<file path="src/rtl/instruction_memory_prefetch.sv">
// Program RAM with a program-load port and a self-sequencing prefetch FIFO feeding decode.
// Words leave as {instruction, pc} on a valid/ready handshake; a redirect flushes everything in flight.
module instruction_memory_prefetch #(
  parameter int                    DATA_WIDTH = 16,
  parameter int                    ADDR_WIDTH = 8,
  parameter int                    FIFO_DEPTH = 4,
  parameter logic [ADDR_WIDTH-1:0] RESET_PC   = '0
) (
  input  logic                  clk,
  input  logic                  reset,
  input  logic                  prog_we,
  input  logic [ADDR_WIDTH-1:0] prog_addr,
  input  logic [DATA_WIDTH-1:0] prog_data,
  input  logic                  start,
  input  logic                  halt,
  input  logic                  redirect,
  input  logic [ADDR_WIDTH-1:0] redirect_pc,
  input  logic                  instr_ready,
  output logic                  instr_valid,
  output logic [DATA_WIDTH-1:0] instruction,
  output logic [ADDR_WIDTH-1:0] instr_pc,
  output logic                  fetching
);

  localparam int DEPTH = 1 << ADDR_WIDTH;
  localparam int PW    = (FIFO_DEPTH > 1) ? $clog2(FIFO_DEPTH) : 1;
  localparam int CW    = PW + 1;

  typedef enum logic {
    S_IDLE  = 1'b0,
    S_FETCH = 1'b1
  } state_t;

  // Decode handshake: a word transfers on a rising edge where instr_valid and
  // instr_ready are both high; while valid && !ready the head word and pc hold.
  state_t                  state_q, state_d;
  logic [ADDR_WIDTH-1:0]   fetch_pc_q, fetch_pc_d;
  logic                    inflight_q, inflight_d;
  logic [ADDR_WIDTH-1:0]   inflight_pc_q, inflight_pc_d;
  logic [CW-1:0]           count_q, count_d;
  logic [PW-1:0]           wr_ptr_q, wr_ptr_d;
  logic [PW-1:0]           rd_ptr_q, rd_ptr_d;

  logic [DATA_WIDTH-1:0]   mem_q       [DEPTH];
  logic [DATA_WIDTH-1:0]   rd_data_q;
  logic [DATA_WIDTH-1:0]   fifo_data_q [FIFO_DEPTH];
  logic [ADDR_WIDTH-1:0]   fifo_pc_q   [FIFO_DEPTH];

  logic in_fetch;
  logic flush;
  logic pop;
  logic push;
  logic issue;
  logic prog_wr;

  assign in_fetch = (state_q == S_FETCH);
  assign flush    = halt | redirect;
  assign prog_wr  = prog_we & ~in_fetch;
  assign pop      = (count_q != '0) & instr_ready & ~flush;
  assign push     = inflight_q & ~flush;
  // The in-flight read holds a FIFO slot, so a full FIFO can never be overrun.
  assign issue    = in_fetch & ~flush &
                    ((count_q + CW'(inflight_q)) < CW'(FIFO_DEPTH));

  always_comb begin
    state_d       = state_q;
    fetch_pc_d    = fetch_pc_q;
    inflight_d    = issue;
    inflight_pc_d = issue ? fetch_pc_q : inflight_pc_q;
    wr_ptr_d      = wr_ptr_q;
    rd_ptr_d      = rd_ptr_q;
    count_d       = count_q;

    if (halt) begin
      state_d = S_IDLE;
    end else if (redirect) begin
      state_d    = S_FETCH;
      fetch_pc_d = redirect_pc;
    end else if (start && !in_fetch) begin
      state_d = S_FETCH;
    end else if (issue) begin
      fetch_pc_d = fetch_pc_q + ADDR_WIDTH'(1);
    end

    if (flush) begin
      wr_ptr_d = '0;
      rd_ptr_d = '0;
      count_d  = '0;
    end else begin
      if (push) wr_ptr_d = wr_ptr_q + PW'(1);
      if (pop)  rd_ptr_d = rd_ptr_q + PW'(1);
      count_d = count_q + CW'(push) - CW'(pop);
    end
  end

  always_ff @(posedge clk or negedge reset) begin
    if (!reset) begin
      state_q       <= S_IDLE;
      fetch_pc_q    <= RESET_PC;
      inflight_q    <= 1'b0;
      inflight_pc_q <= '0;
      count_q       <= '0;
      wr_ptr_q      <= '0;
      rd_ptr_q      <= '0;
    end else begin
      state_q       <= state_d;
      fetch_pc_q    <= fetch_pc_d;
      inflight_q    <= inflight_d;
      inflight_pc_q <= inflight_pc_d;
      count_q       <= count_d;
      wr_ptr_q      <= wr_ptr_d;
      rd_ptr_q      <= rd_ptr_d;
    end
  end

  // RAM and FIFO storage carry no reset so program contents survive a reset.
  always_ff @(posedge clk) begin
    if (prog_wr) mem_q[prog_addr] <= prog_data;
    if (issue)   rd_data_q <= mem_q[fetch_pc_q];
  end

  always_ff @(posedge clk) begin
    if (push) begin
      fifo_data_q[wr_ptr_q] <= rd_data_q;
      fifo_pc_q[wr_ptr_q]   <= inflight_pc_q;
    end
  end

  always_comb begin
    instr_valid = (count_q != '0);
    instruction = instr_valid ? fifo_data_q[rd_ptr_q] : '0;
    instr_pc    = instr_valid ? fifo_pc_q[rd_ptr_q] : '0;
    fetching    = in_fetch;
  end

endmodule
</file>
<file path="config.mk">
export PLATFORM = sky130hd
export DESIGN_NAME = instruction_memory_prefetch
export DESIGN_NICKNAME = d
export VERILOG_FILES = /design/src/rtl/instruction_memory_prefetch.sv
export SDC_FILE = /design/constraint.sdc
export NUM_CORES = 2
export LEC_CHECK = 0
export ABC_AREA = 0
export BUFFER_PORTS_ARGS = -buffer_cell sky130_fd_sc_hd__buf_2
export CORE_ASPECT_RATIO = 0.7
export CORE_MARGIN = 3
export CORE_UTILIZATION = 36
export CTS_CLUSTER_DIAMETER = 40
export DETAILED_ROUTE_END_ITERATION = 8
export PLACE_DENSITY = 0.59
export SLEW_MARGIN = 15
export SYNTH_ARGS = -nofsm -noshare
export SYNTH_HDL_FRONTEND = slang
export SYNTH_MEMORY_MAX_BITS = 65536
export SYNTH_SLANG_ARGS = --single-unit
</file>
<file path="constraint.sdc">
create_clock -name clk -period 7.73 [get_ports clk]
set_input_delay 0.3865 -clock clk [delete_from_list [all_inputs] [get_ports clk]]
set_output_delay 0.3865 -clock clk [all_outputs]
set_load 0.03 [all_outputs]
</file>
==> qor.txt <==
cells on worst reg2reg path: 7
clk slew on worst S/H paths: 0.07 ns
Synth Area in XOR/XNOR: 0.02686%
CP Depth: 7
Post-synth EDFFs: 4208
Async S/R FF share, synth: 0.5906%
critical-path cell list: buf_12, mux4_2, a22o_1, a221oi_1, o22ai_1, a211oi_2, o32ai_1
Clock Latency Late Sink: 0.98 ns
fmax: 185.4 MHz
Slew @ Worst Pin: 1.453 ns
fraction of layout cells with a size suffix above 1: 26.90%
most instantiated library cell after synthesis: edfxtp_1
post-synthesis simple-gate area fraction: 1.785%
Syn Area/Cell: 21.89 µm²
CP Buf/Inv Count: 1
RR Startpoint: fetch_pc_q[0]$_DFFE_PN0P_
Arrival @ worst endpoint: 6.04 ns
Relative slew margins: 3.121%
Max Slew Vio Count: 0
r2r setup slk: 2.34 ns
CTS root buf: clkbuf_16
FP Rows: 206
CTS tree: done
worst min-delay path class: in2async
die area: 461200 µm²
CP max stage cell: a211oi_2
Routed WL: 500200 µm
global-route wire length before repair: 689500 µm
Final Setup Violations: 0
TritonRoute pass-1 iters: 8
Final nets: 7986
Total GRT Usage: 21.29%
Worst EP required: 8.38 ns
clock skew: 0.06685 ns
CTS Buffer Depth: 4
post-synth top area share: 77.50%
GP Congestion: 0.8685
reg2reg end: rd_data_q[1]$_DFFE_PP_
Clock Sinks: 4233
Max VDD drop: 0.0002117 V
multiplexer share of the synthesized area: 15.13%
routed via count: 84640
P per Cell Area: 293.4 nW/µm²
Inserted Clock Buffers: 416
ranking of synthesized cells by area: edfxtp_1 (77%), mux4_2 (13%), mux2i_1 (2.2%)
RSZ-0062 raised after global routing: no
Synth Instances: 7449
Core ar.: 450500 µm²
GRT overflow: 0
pin count of the biggest net entering global routing: 161
library cells used by synthesis: 77
Fin Setup TNS: 0 ns
Die X-Extent: 810.4 µm
Mapped Nets: 7496
Synthesis Warnings: 0
antenna-violating nets left: 0
CTS H-tree lvls: 5
Syn-to-layout area delta: 14.50%
Yosys reg bits: 4233
fin crit share: 69.78%
Via density: 5.903
DR iter-0 viols: 15030
slowest stage delay, CP: 0.96 ns
outcome: finished clean
Seq/Total Area, Yosys: 77.88%
DP HPWL: 298800 µm
Post-synth top flop: edfxtp_1
post-synthesis compound-gate area fraction: 3.441%
Max Cap Viol: 0
Setup Slack @ Placement: 2.481 ns
I/O Pins: 65
Leak Pwr: 57.53 nW
Die Ht: 569.1 µm
maximum fanout along the worst path: 80
Commonest cells post-synth: edfxtp_1 (4208), mux4_2 (910), mux2i_1 (364)
endpoints failing hold: 0
CP delay by family, top: compound AO/OA/AOI/OAI gates
post-synth top area cell: edfxtp_1
initial antenna violation count: 56
vias in the first global route: 81730
Adder-Cell Fraction of Synth Area: 0.06599%
WL per Instance: 34.89 µm
Crit. End Element: register
Initial Util: 36.19%
number of port buffers: 64
largest family of logic cells by synthesized area: multiplexers
final worst slack: 2.336 ns
final worst path period need: 5.394 ns
DRC: 0
Post-Syn Area: 163100 µm²
CP Class: reg2reg
Critical Path Start Type: register
==> per-stage QoR <==
stage	util [%]	hold slack, ns	area (µm²)	cells	power, W
after CTS	41.41	0.007159	186600	14310	0.05483
final	41.44	0.03665	186700	14340	0.05478
after global placement	38.25	0.4905	172300	13510	0.03439
after floorplan	-	0.09091	163100	7449	0.03060
after detailed placement	38.29	0.5070	172500	13520	0.03448
after global routing	41.43	0.06470	186600	14320	0.05620
==> per-layer routing <==
metal  vias up  wire length (µm)  part of all wire [%]  global-route usage [%]
met5         -               415                 0.083                  0.4258
li1      32630                 -                     -                       -
met2      5723            207500                    41                   29.06
met3       830             73420                    15                   7.971
met1     45450            202400                    40                   31.47
met4        18             16370                   3.3                   6.522
==> power breakdown <==
| group | internal [W] | switching, W |
|---|---|---|
| clock | 0.0115 | 0.00906 |
| combinational | 0.00294 | 0.00576 |
| sequential | 0.0253 | 0.000182 |
==> final cells by class <==
| cell class | count | area, µm² |
|---|---|---|
| diodes | 27 | 67.56 |
| clock inverters | 276 | 2937 |
| multi-input cells | 2757 | 33930 |
| well taps | 6032 | 7547 |
| fillers | 39000 | 263900 |
| inverters | 11 | 47.55 |
| flip-flops and latches | 4233 | 127000 |
| clock buffers | 482 | 10750 |
| repair buffers | 520 | 4402 |
==> worst reg2reg max path: cells and delay by family, from the launching register on <==
family                 cells  cell delay [ns]
DFF                        1             0.92
AOI/OAI and AO/OA          5             2.79
buffers and inverters      1             0.64
muxes                      1             0.73
==> what timing repair did <==
action / CTS / global route
resized for setup: 0 / 0
hold buffers: 36 / 0
buffers inserted: 0 / 0
hold endpoints to repair: 566 / 0
==> flip-flops by register name, indices dropped and copies added (netlist names) <==
name           count
mem_q           4096
fifo_data_q       64
fifo_pc_q         32
rd_data_q         16
fetch_pc_q         8
inflight_pc_q      8
count_q            3
rd_ptr_q           2
wr_ptr_q           2
fetching           1
inflight_q         1
==> logic make-up after synthesis <==
| family | count (synthesis) |
|---|---|
| adders and majority gates | 8 |
| DFF | 4233 |
| buffers and inverters | 459 |
| and+or+nand+nor | 643 |
| AOI/OAI and AO/OA | 787 |
| muxes | 1314 |
| xor gates and xnor gates | 5 |
==> how the worst max path moves through the flow <==
stage          slack (ns)                       from                 endpoint
6_report             2.34  fetch_pc_q[0]$_DFFE_PN0P_   rd_data_q[1]$_DFFE_PP_
4_1_cts              2.45  fetch_pc_q[0]$_DFFE_PN0P_   rd_data_q[6]$_DFFE_PP_
2_1_floorplan        5.01  fetch_pc_q[0]$_DFFE_PN0P_   rd_data_q[2]$_DFFE_PP_
3_5_place_dp         2.48  fetch_pc_q[0]$_DFFE_PN0P_   rd_data_q[0]$_DFFE_PP_
3_3_place_gp         1.86  fetch_pc_q[0]$_DFFE_PN0P_  rd_data_q[11]$_DFFE_PP_
5_1_grt              2.22  fetch_pc_q[0]$_DFFE_PN0P_   rd_data_q[1]$_DFFE_PP_
==> layout by cell type, fill, tap and decap left out, drive strengths merged, types with 85 or more instances in the layout <==
cell and count:
a221oi 85, clkbuf 485, edfxtp 4208, nor2 301
mux4 915, clkinv 160, mux2i 364, a22oi 129
a21oi 175, buf 481, nand2 137
Power figures use the tool's default switching activity.
